File: src/rtl/branch_flag_gen_if.sv
// Request/result bundle between the execute stage and the branch-flag comparator.
interface branch_flag_gen_if #(
    parameter int WIDTH = 32
);
    logic             start;
    logic             signed_cmp;
    logic [WIDTH-1:0] op_a;
    logic [WIDTH-1:0] op_b;
    logic             flush;
    logic             busy;
    logic             flags_valid;
    logic [2:0]       flags;

    // Pipeline side: issues compares and consumes flags.
    modport master (
        output start, signed_cmp, op_a, op_b, flush,
        input  busy, flags_valid, flags
    );

    // Comparator side.
    modport slave (
        input  start, signed_cmp, op_a, op_b, flush,
        output busy, flags_valid, flags
    );
endinterface

File: src/rtl/branch_flag_gen.sv
// Multi-cycle magnitude comparator producing one-hot {lt, eq, gt} branch flags.
// Operands are compared CHUNK bits per cycle, MSB chunk first, stopping at the
// first differing chunk. Signed compares flip the sign bits at latch time so the
// chunk datapath only ever does unsigned compares.
module branch_flag_gen #(
    parameter int WIDTH = 32,
    parameter int CHUNK = 8
) (
    input logic               clk,
    input logic               rst,
    branch_flag_gen_if.slave  cmp
);
    localparam int NCHUNK = WIDTH / CHUNK;
    localparam int IDXW   = (NCHUNK > 1) ? $clog2(NCHUNK) : 1;

    typedef enum logic [1:0] {
        IDLE = 2'd0,
        RUN  = 2'd1,
        DONE = 2'd2
    } state_t;

    state_t            state_q, state_d;
    logic [WIDTH-1:0]  a_q, a_d;
    logic [WIDTH-1:0]  b_q, b_d;
    logic [IDXW-1:0]   idx_q, idx_d;
    logic [2:0]        flags_q, flags_d;
    logic [CHUNK-1:0]  a_chunk, b_chunk;
    logic              accept;

    // Chunk currently under comparison.
    assign a_chunk = a_q[int'(idx_q) * CHUNK +: CHUNK];
    assign b_chunk = b_q[int'(idx_q) * CHUNK +: CHUNK];

    // State and datapath registers, synchronous reset.
    always_ff @(posedge clk) begin
        // NOTE: sequential state uses non-blocking assignments so every register
        // samples the pre-edge values regardless of statement order.
        if (rst) begin
            state_q <= IDLE;
            a_q     <= '0;
            b_q     <= '0;
            idx_q   <= '0;
            flags_q <= 3'b000;
        end else begin
            state_q <= state_d;
            a_q     <= a_d;
            b_q     <= b_d;
            idx_q   <= idx_d;
            flags_q <= flags_d;
        end
    end

    // Next-state and datapath update logic.
    always_comb begin
        // NOTE: every signal gets a default first so no path leaves it unassigned,
        // which would otherwise infer a latch.
        state_d = state_q;
        a_d     = a_q;
        b_d     = b_q;
        idx_d   = idx_q;
        flags_d = flags_q;
        accept  = 1'b0;

        case (state_q)
            IDLE: begin
                accept = cmp.start && !cmp.flush;
            end
            RUN: begin
                if (cmp.flush) begin
                    state_d = IDLE;
                end else if (a_chunk > b_chunk) begin
                    flags_d = 3'b001;
                    state_d = DONE;
                end else if (a_chunk < b_chunk) begin
                    flags_d = 3'b100;
                    state_d = DONE;
                end else if (idx_q == '0) begin
                    flags_d = 3'b010;
                    state_d = DONE;
                end else begin
                    idx_d = idx_q - IDXW'(1);
                end
            end
            DONE: begin
                // Back-to-back start is allowed unless the cycle is being flushed.
                accept  = cmp.start && !cmp.flush;
                state_d = IDLE;
            end
            default: begin
                state_d = IDLE;
            end
        endcase

        // Latch operands; flipping the sign bit maps two's complement onto unsigned order.
        if (accept) begin
            a_d            = cmp.op_a;
            b_d            = cmp.op_b;
            a_d[WIDTH-1]   = cmp.op_a[WIDTH-1] ^ cmp.signed_cmp;
            b_d[WIDTH-1]   = cmp.op_b[WIDTH-1] ^ cmp.signed_cmp;
            idx_d          = IDXW'(NCHUNK - 1);
            state_d        = RUN;
        end
    end

    // Moore outputs decoded from the current state.
    always_comb begin
        cmp.busy        = (state_q == RUN);
        cmp.flags_valid = (state_q == DONE);
        cmp.flags       = flags_q;
    end
endmodule
File: src/flat_wrapper.sv
// flat-port wrapper written by rule: the top's interface ports become plain ports
module branch_flag_gen_flat 
#(
    parameter int WIDTH = 32,
    parameter int CHUNK = 8
)
  (clk, rst, cmp_start, cmp_signed_cmp, cmp_op_a, cmp_op_b, cmp_flush, cmp_busy, cmp_flags_valid, cmp_flags);
  branch_flag_gen_if #(.WIDTH(WIDTH)) cmp_i ();
  input logic clk;
  input logic rst;
  input wire logic [$bits(cmp_i.start)-1:0] cmp_start;
  input wire logic [$bits(cmp_i.signed_cmp)-1:0] cmp_signed_cmp;
  input wire logic [$bits(cmp_i.op_a)-1:0] cmp_op_a;
  input wire logic [$bits(cmp_i.op_b)-1:0] cmp_op_b;
  input wire logic [$bits(cmp_i.flush)-1:0] cmp_flush;
  output wire logic [$bits(cmp_i.busy)-1:0] cmp_busy;
  output wire logic [$bits(cmp_i.flags_valid)-1:0] cmp_flags_valid;
  output wire logic [$bits(cmp_i.flags)-1:0] cmp_flags;
  assign cmp_i.start = cmp_start;
  assign cmp_i.signed_cmp = cmp_signed_cmp;
  assign cmp_i.op_a = cmp_op_a;
  assign cmp_i.op_b = cmp_op_b;
  assign cmp_i.flush = cmp_flush;
  assign cmp_busy = cmp_i.busy;
  assign cmp_flags_valid = cmp_i.flags_valid;
  assign cmp_flags = cmp_i.flags;
  branch_flag_gen #(.WIDTH(WIDTH), .CHUNK(CHUNK)) u_core (.clk(clk), .rst(rst), .cmp(cmp_i));
endmodule
File: config.mk
export PLATFORM = sky130hd
export DESIGN_NAME = branch_flag_gen_flat
export DESIGN_NICKNAME = d
export VERILOG_FILES = /design/src/rtl/branch_flag_gen_if.sv /design/src/rtl/branch_flag_gen.sv /design/src/flat_wrapper.sv
export SDC_FILE = /design/constraint.sdc
export NUM_CORES = 1
export LEC_CHECK = 0
export BUFFER_PORTS_ARGS = -buffer_cell sky130_fd_sc_hd__buf_2
export CAP_MARGIN = 20
export CELL_PAD_IN_SITES_DETAIL_PLACEMENT = 2
export CELL_PAD_IN_SITES_GLOBAL_PLACEMENT = 2
export CORE_MARGIN = 3
export CORE_UTILIZATION = 31
export CTS_CLUSTER_DIAMETER = 200
export CTS_CLUSTER_SIZE = 25
export DETAILED_ROUTE_END_ITERATION = 6
export GPL_TIMING_DRIVEN = 0
export MAX_ROUTING_LAYER = met4
export PLACE_DENSITY_LB_ADDON = 0.2
export SLEW_MARGIN = 20
export SYNTH_ARGS = -nofsm -noshare
export SYNTH_HDL_FRONTEND = slang
export SYNTH_SLANG_ARGS = --single-unit
File: constraint.sdc
create_clock -name clk -period 3.4 [get_ports clk]
set_input_delay 1.02 -clock clk [delete_from_list [all_inputs] [get_ports clk]]
set_output_delay 1.02 -clock clk [all_outputs]
set_load 0.005 [all_outputs]
---- Yosys cells after proc, flatten, opt, wreduce, memory -nomap -nowiden ----
Index checks and enable logic that the tools add are counted.
storage, ports and cells
  register bits ........................... 71
  bits of input ports ..................... 69
  output and inout bits ................... 5
operators by class
  add/sub/neg operators ................... 1
  magnitude comparators ................... 2
  eq/ne operators ......................... 9
  shift operators ......................... 2
  mux-type cells .......................... 16
  bitwise logic cells ..................... 4
  reduce and logical (&&, ||, !) cells .... 12
operators with widths
  kind                                                    count
  indexed part select 32 x 6 -> 8 bit                     2
  two-way mux 2 bit                                       10
  inequality test 2 x 1 -> 1 bit (second input constant)  5
  two-way mux 3 bit                                       3
  greater-than comparator 8 bit                           1
  < comparator 8 bit                                      1
  inequality test 6 x 2 -> 1 bit (second input constant)  1
  inequality test 5 x 2 -> 1 bit (second input constant)  1
  AND reduction 5 bit                                     1
  zero test 2 bit                                         2
  one-hot mux 2 bit (2 select lines)                      1
  AND reduction 2 bit                                     2
  OR reduction 2 bit                                      2
  AND reduction 3 bit                                     1
  nonzero test 3 bit                                      1
  == test 2 x 1 -> 1 bit (second input constant)          1
  == test 2 bit (second input constant)                   1
  two-way mux 1 bit                                       2
  NOT 1 bit                                               2
  nonzero test 2 bit                                      1
  subtractor 2 x 1 -> 2 bit (second input constant)       1
  XOR 1 bit                                               2
  logical AND 1 bit                                       1
  zero test 1 bit                                         1

---- Longest topological paths before layout ----
Gate-level depths: netlist (run 1).
  word-level depth ........................ 7
  mapped depth ............................ 9
  gate-level depth less buffers ........... 8

---- Worst setup path after synthesis (run 1) ----
Ideal clock, no wire load.
  path type ............................... reg2reg
  start ................................... register u_core.idx_q[0]
  end ..................................... register u_core.flags_q[2], in the netlist u_core.cmp.flags[2]
  arrival ................................. 2.675 ns
  data required time ...................... 3.283 ns
  slack ................................... 0.608 ns
  stages on the path, launching flop included .. 10
  path buffers ............................ 2
  path through ............................ dfxtp_1 -> buf_2 -> buf_2 -> mux4_2 -> ha_1 -> nor2b_1 -> o211ai_1 -> nand3_1 -> a21o_1 -> a32o_1
on the way
  cells in the longest elaborated chain, start to end .. 4
  elaborated cells on any way between the ends .. 9
  those cells by class .................... order compare: 2; shift: 2; mux: 2; reduce/logical: 3
RTL lines
  element                                                              RTL line                                      source
  start: declaration                                                   branch_flag_gen.sv:25                         logic [IDXW-1:0] idx_q, idx_d;
  start signal: assignment                                             branch_flag_gen.sv:48                         idx_q <= idx_d;
  indexed part select 32 x 6 -> 8 bit (on tied branches)               branch_flag_gen.sv:31, branch_flag_gen.sv:32
  < comparator 8 bit or greater-than comparator 8 bit (tied branches)  branch_flag_gen.sv:74, branch_flag_gen.sv:71
  nonzero test 3 bit (no line) or two-way mux 3 bit (tied branches)    n/a
  AND reduction 3 bit (no line) or two-way mux 3 bit (tied branches)   n/a
  end signal: assignment                                               branch_flag_gen.sv:49                         flags_q <= flags_d;
  end: declaration                                                     branch_flag_gen.sv:26                         logic [2:0] flags_q, flags_d;
Parallel ways exist; a longest one is shown, timed or not.
A chain may end at the register's enable or synchronous reset.

---- Worst setup path in the final report (run 1) ----
Same ends and word-level chain as after synthesis.

==> flow_summary_export.csv, run 1 <==
group,metric,value,unit
final_layout,final_cell_mix,"nand2_1, buf_2, dfxtp_1",
critical_path,path_max_fanout,10,
synthesis,yosys_warnings,0,
floorplanning,start_util,0.3273,
routing,viasPerCell,4.917,
floorplanning,die_h,106.2,µm
routing,drc,0,
sta,fin_skew,0.009589,ns
clock_tree,cts_root_buffer,"clkbuf_8",
power_and_ir_drop,p_leak,1.476,nW
global_route,grt_pass1_vias,3165,
final_layout,drive_gt1_frac,0.2422,
global_route,antenna_found_initial,0,
power_and_ir_drop,p_switching,0.0005175,W
critical_path,arrival,3.40,ns
floorplanning,core,9503,µm²
floorplanning,core.rowCount,35,
synthesis,synth-seq-area-share,0.4570,
routing,drt_iter0_drc,114,
power_and_ir_drop,intPower,0.001341,W
routing,wl,10.43,mm
critical_path,rr_worst_depth,9,
sta,finalSetupViolCount,0,
clock_tree,h-tree-depth,3,
power_and_ir_drop,ir_drop,146.3,µV
global_route,grt_pass1_wl,16.67,mm
power_and_ir_drop,combinationalPowerShare,0.156,
routing,dr.pass1.iters,4,
routing,ant_nets,0,
sta,timing.fmax,316.9,MHz
min_path,whs_endpoint,"u_core.b_q[20]$_SDFFE_PP0P_",
synthesis,synthDistinctLibCells,26,
floorplanning,die_x,106.2,µm
sta,maxSlewHeadroom,0.5947,
synthesis,synth_cells,365,
clock_tree,cts_tree,"yes",
run,drv_cap,0,
synthesis,synth_area,3110,µm²
min_path,hold_depth,2,
sta,period_minus_slack,3.155,ns
placed_design,placed_cell_area,3632,µm²
synthesis,ys_seq_elements,71,
power_and_ir_drop,power_density,486.8,nW/µm²
floorplanning,dieArea,11270,µm²
power_and_ir_drop,share_seq_of_total_power,0.483,
clock_tree,cts_made_buffers,9,
routing,routedWlPerCell,18.01,µm
power_and_ir_drop,sw_frac_of_total,0.2784,
final_layout,fin_area,3819,µm²
critical_path,critPathKind,"flop to flop",
critical_path,critPathLaunchType,"flop",
placed_design,gp_congestion,0.8381,
final_layout,nNetsFinal,525,
sta,final.setup.tns,0,ns
placed_design,dp_hpwl,7.928,mm
global_route,grt_usage,0.1986,
final_layout,antennaDiodeCount,0,
clock_tree,clkTransAtPathRegs,0.07,ns
clock_tree,clk_latency,0.35,ns
floorplanning,io_pins,74,
sta,drv_slew,0,
global_route,grt_overflow,0,
global_route,grt_max_degree,12,
routing,vias,2847,
run_status,status,"completed",
final_layout,areaGrowthSynthToFinish,22.77,%
synthesis,avgSynthCellArea,8.522,µm²
placed_design,io_buffers,72,
clock_tree,ctsLongestPathBuffers,2,
sta,rsz0062_at_grt,"false",
critical_path,r2r_start,"u_core.idx_q[0]$_SDFFE_PP0P_",
min_path,hp-class,"flop to flop",
critical_path,end_kind,"flop",
min_path,hp-start,"u_core.b_q[20]$_SDFFE_PP0P_",
critical_path,crit_path_start,"u_core.idx_q[0]$_SDFFE_PP0P_",
critical_path,ff2ff_setup_slack,0.24,ns
synthesis,synth_nets,443,
critical_path,cp_data_required_time,3.64,ns
power_and_ir_drop,clkPwrFrac,0.361,
critical_path,reg2reg_to,"u_core.cmp.flags[2]$_SDFFE_PP0P_",
clock_tree,clock_sinks,71,
sta,hold_viol_final,0,
sta,tightestPinTransition,0.6079,ns
sta,finalCritPeriodShare,0.9280,
clock_tree,cts_hold_buf,0,
final_layout,layout_commonest_cell,"nand2_1",
## sequential cells by signal (all words and copies together), names as in the netlist
register,count
u_core.state_q,2
u_core.a_q,32
u_core.idx_q,2
u_core.cmp.flags,3
u_core.b_q,32
## cells in the mapped netlist
cell type | number | area, µm²
and2_1 | 1 | 6.260
nor2_1 | 8 | 30.03
dfxtp_1 | 71 | 1421
buf_2 | 4 | 20.02
nand4_2 | 1 | 12.51
or2_4 | 1 | 8.760
inv_1 | 11 | 41.29
nand2b_1 | 2 | 12.51
mux4_2 | 16 | 360.4
nor3_1 | 4 | 20.02
a21o_1 | 1 | 7.510
nor2b_1 | 5 | 31.28
clkbuf_1 | 22 | 82.58
a311oi_4 | 1 | 26.28
o21a_1 | 1 | 7.510
o2bb2ai_1 | 1 | 8.760
a21oi_1 | 68 | 340.3
xnor2_1 | 2 | 17.52
o211ai_1 | 1 | 7.510
nor3b_1 | 1 | 7.510
a32o_1 | 1 | 10.01
ha_1 | 9 | 112.6
nand3_1 | 1 | 5.000
nand4_1 | 1 | 6.260
a211oi_1 | 4 | 30.03
nand2_1 | 127 | 476.7
## power by group through the flow
stage / logic (W) / clock network (W) / registers [W]
6_report: 0.000290 / 0.000670 / 0.000898
5_1_grt: 0.000326 / 0.000723 / 0.000903
4_1_cts: 0.000298 / 0.000684 / 0.000895
3_5_place_dp: 0.000293 / 0 / 0.000914
3_3_place_gp: 0.000278 / 0 / 0.000911
2_1_floorplan: 0.000184 / 0 / 0.000903
## cells by family after synthesis
group	Yosys count	synth area share
AND/OR/NAND/NOR	152	0.1983
flip-flops	71	0.4570
adder cells (fa/ha/maj)	9	0.03620
buffers and inverters	37	0.04626
multiplexers	16	0.1159
AO/OA/AOI/OAI	78	0.1408
XOR/XNOR	2	0.005633
## worst max-delay path, cell delays in order, from the launching register on
cell and delay [ns]:
dfxtp_1 0.32, clkbuf_4 0.28, clkbuf_4 0.32, mux4_2 0.54, ha_1 0.34, nor2b_1 0.15, o211ai_1 0.41, nand3_1 0.19
a21o_1 0.23, a32o_1 0.26
## through the flow
stage	total power (W)	worst slack [ns]	utilization	hold slack, ns	cells
global route	0.001952	0.04727	0.4018	0.4824	579
finish	0.001859	0.2448	0.4018	0.4577	579
global placement	0.001189	0.1963	0.3822	0.4388	566
detailed placement	0.001207	0.07477	0.3822	0.4523	566
floorplan	0.001086	0.6078	-	0.4331	365
CTS	0.001876	0.03165	0.4017	0.4626	580
## worst max-delay path by stage
stage | cells past startpoint | endpoint | slack (ns)
finish | 9 | u_core.cmp.flags[2]$_SDFFE_PP0P_ | 0.24
global route | 9 | u_core.cmp.flags[2]$_SDFFE_PP0P_ | 0.05
CTS | 9 | u_core.cmp.flags[2]$_SDFFE_PP0P_ | 0.03
detailed placement | 9 | u_core.cmp.flags[2]$_SDFFE_PP0P_ | 0.07
global placement | 9 | u_core.cmp.flags[2]$_SDFFE_PP0P_ | 0.20
floorplan | 9 | u_core.cmp.flags[2]$_SDFFE_PP0P_ | 0.61
## routing by layer
layer | track usage | share of wire | up-vias
li1 | - | - | 1384
met1 | 0.2466 | 0.45 | 1400
met2 | 0.3285 | 0.50 | 52
met3 | 0.04007 | 0.035 | 11
met4 | 0.05735 | 0.011 | 0
met5 | - | 0 | -
## cell type report
| cell class | count | area [µm²] |
|---|---|---|
| buffer | 25 | 103.9 |
| clock buffer | 10 | 137.6 |
| clock inverter | 4 | 47.55 |
| fill | 1116 | 5684 |
| inverter | 11 | 41.29 |
| multi-input combinational | 257 | 1545 |
| sequential | 71 | 1421 |
| tap | 129 | 161.4 |
| timing repair buffer | 72 | 360.3 |
## what timing repair did
item                       in CTS  in global routing
hold endpoints to repair        0                  0
setup endpoints to repair       0                  5
gates resized for setup         0                  2
setup buffers                   0                  0
No activity file was read; power rests on OpenSTA's default activity.
==> run 2: changes to the inputs <==
--- a/config.mk
+++ b/config.mk
@@ -9,6 +9,7 @@
 export CAP_MARGIN = 20
 export CELL_PAD_IN_SITES_DETAIL_PLACEMENT = 2
 export CELL_PAD_IN_SITES_GLOBAL_PLACEMENT = 2
+export CORE_ASPECT_RATIO = 0.6
 export CORE_MARGIN = 3
 export CORE_UTILIZATION = 31
 export CTS_CLUSTER_DIAMETER = 200
==> flow_summary_export.csv, run 2 (synthesis gave the netlist of run 1 again) <==
group,metric,value,unit
global_route,grt_usage,0.2067,
sta,period_minus_slack,3.251,ns
power_and_ir_drop,power_density,563.3,nW/µm²
global_route,grt_pass1_wl,17.23,mm
global_route,antenna_found_initial,0,
critical_path,cp_data_required_time,3.63,ns
run,drv_cap,0,
sta,final.setup.tns,0,ns
final_layout,final_cell_mix,"nand2_1, buf_2, dfxtp_1",
floorplanning,die_h,83.59,µm
sta,maxSlewHeadroom,0.5822,
clock_tree,h-tree-depth,3,
clock_tree,clkTransAtPathRegs,0.06,ns
min_path,hp-class,"flop to flop",
global_route,grt_overflow,0,
critical_path,arrival,3.48,ns
sta,tightestPinTransition,0.6266,ns
clock_tree,clk_latency,0.34,ns
final_layout,antennaDiodeCount,0,
sta,drv_slew,0,
routing,viasPerCell,5.022,
final_layout,drive_gt1_frac,0.2450,
clock_tree,post_cts_buffers,0,
placed_design,io_buffers,72,
routing,wl,10.94,mm
critical_path,critPathKind,"flop to flop",
critical_path,r2r_start,"u_core.idx_q[1]$_SDFFE_PP0P_",
floorplanning,dieArea,11310,µm²
sta,rsz0062_at_grt,"false",
min_path,whs_endpoint,"u_core.a_q[17]$_SDFFE_PP0P_",
placed_design,place_ws,0.1143,ns
final_layout,areaGrowthSynthToFinish,27.68,%
sta,worst_hold_slack,0.4561,ns
sta,finalCritPeriodShare,0.9562,
placed_design,dp_hpwl,8.497,mm
critical_path,end_kind,"flop",
critical_path,ff2ff_setup_slack,0.15,ns
clock_tree,ctsLongestPathBuffers,2,
global_route,grt_max_degree,13,
sta,finalSetupViolCount,0,
floorplanning,core.rowCount,27,
final_layout,nNetsFinal,526,
sta,timing.fmax,307.6,MHz
min_path,hold_depth,2,
routing,dr.pass1.iters,4,
critical_path,rr_worst_depth,9,
final_layout,fill_cells,1078,
run_status,status,"completed",
routing,drc,0,
clock_tree,cts_made_buffers,9,
sta,fin_skew,0.004975,ns
placed_design,gp_congestion,0.7836,
power_and_ir_drop,ir_drop,246.2,µV
floorplanning,die_x,135.3,µm
floorplanning,io_pins,74,
critical_path,reg2reg_to,"u_core.cmp.flags[2]$_SDFFE_PP0P_",
min_path,hp-start,"u_core.a_q[17]$_SDFFE_PP0P_",
final_layout,layout_commonest_cell,"nand2_1",
critical_path,path_max_fanout,10,
power_and_ir_drop,p_leak,1.541,nW
routing,ant_nets,0,
floorplanning,start_util,0.3288,
global_route,grt_pass1_vias,3164,
routing,drt_iter0_drc,116,
floorplanning,core,9459,µm²
clock_tree,clock_sinks,71,
clock_tree,cts_root_buffer,"clkbuf_16",
critical_path,critPathLaunchType,"flop",
routing,routedWlPerCell,18.76,µm
clock_tree,cts_tree,"yes",
routing,vias,2928,
sta,hold_viol_final,0,
sta,setup_slack,0.1490,ns
==> run 2: changes by cell type in the layout (fill, tap and decap cells not counted) <==
cell        previous run  this run
bufinv_16              1         2
clkbuf_1              21        22
clkbuf_16              0         9
clkbuf_8              10         2
clkinv_2               2         1
clkinvlp_4             1         2
==> run 2: cell type report <==
| class | count | area (µm²) | area share |
|---|---|---|---|
| multi-input combinational | 257 | 1545 | 0.3891 |
| buffer | 26 | 107.6 | 0.02710 |
| sequential | 71 | 1421 | 0.3579 |
| tap | 130 | 162.7 | 0.04096 |
| timing repair buffer | 72 | 360.3 | 0.09074 |
| inverter | 11 | 41.29 | 0.01040 |
| clock buffer | 11 | 252.7 | 0.06364 |
| clock inverter | 5 | 80.08 | 0.02016 |
==> run 2: per-stage QoR <==
step	cells	utilization	instance area, µm²	total power, W
detailed placement	567	0.3841	3633	0.001211
global placement	567	0.3841	3633	0.001191
finish	583	0.4198	3971	0.002237
CTS	583	0.4193	3966	0.002257
global route	583	0.4198	3971	0.002337
floorplan	365	-	3110	0.001086
==> run 2: critical path: stages (launching register included) <==
cell	delay (ns)
dfxtp_1	0.31
clkbuf_1	0.48
buf_2	0.39
mux4_2	0.38
ha_1	0.35
nor2b_1	0.15
o211ai_1	0.36
nand3_1	0.20
a21o_1	0.23
a32o_1	0.26
==> run 2: layer usage <==
| metal | part of all wire | up-vias | wire length (µm) | global-route usage |
|---|---|---|---|---|
| li1 | - | 1396 | - | - |
| met1 | 0.50 | 1448 | 5453 | 0.2817 |
| met2 | 0.45 | 71 | 4968 | 0.3154 |
| met3 | 0.037 | 13 | 409 | 0.04819 |
| met4 | 0.0098 | 0 | 107 | 0.04300 |
| met5 | 0 | - | 0 | - |
==> run 2: worst max path at each step <==
stage / cells past startpoint / endpoint / from / slack [ns]
3_5_place_dp: 9 / u_core.cmp.flags[2]$_SDFFE_PP0P_ / u_core.idx_q[0]$_SDFFE_PP0P_ / 0.11
4_1_cts: 9 / u_core.cmp.flags[2]$_SDFFE_PP0P_ / u_core.idx_q[0]$_SDFFE_PP0P_ / 0.06
5_1_grt: 9 / u_core.cmp.flags[2]$_SDFFE_PP0P_ / u_core.idx_q[1]$_SDFFE_PP0P_ / 0.003
3_3_place_gp: 9 / u_core.cmp.flags[2]$_SDFFE_PP0P_ / u_core.idx_q[0]$_SDFFE_PP0P_ / 0.21
2_1_floorplan: 9 / u_core.cmp.flags[2]$_SDFFE_PP0P_ / u_core.idx_q[0]$_SDFFE_PP0P_ / 0.61
6_report: 9 / u_core.cmp.flags[2]$_SDFFE_PP0P_ / u_core.idx_q[1]$_SDFFE_PP0P_ / 0.15
==> run 2: timing repair <==
action	in CTS	in global routing
setup endpoints to repair	0	2
hold buffers	0	0
resized for setup	0	2
==> run 2: power breakdown <==
part / leakage [nW] / internal (W) / switching (W) / total, W
Combinational: 0.803 / 0.000123 / 0.000176 / 0.000298
Sequential: 0.580 / 0.000872 / 0.0000258 / 0.000898
Clock: 0.158 / 0.000680 / 0.000360 / 0.00104
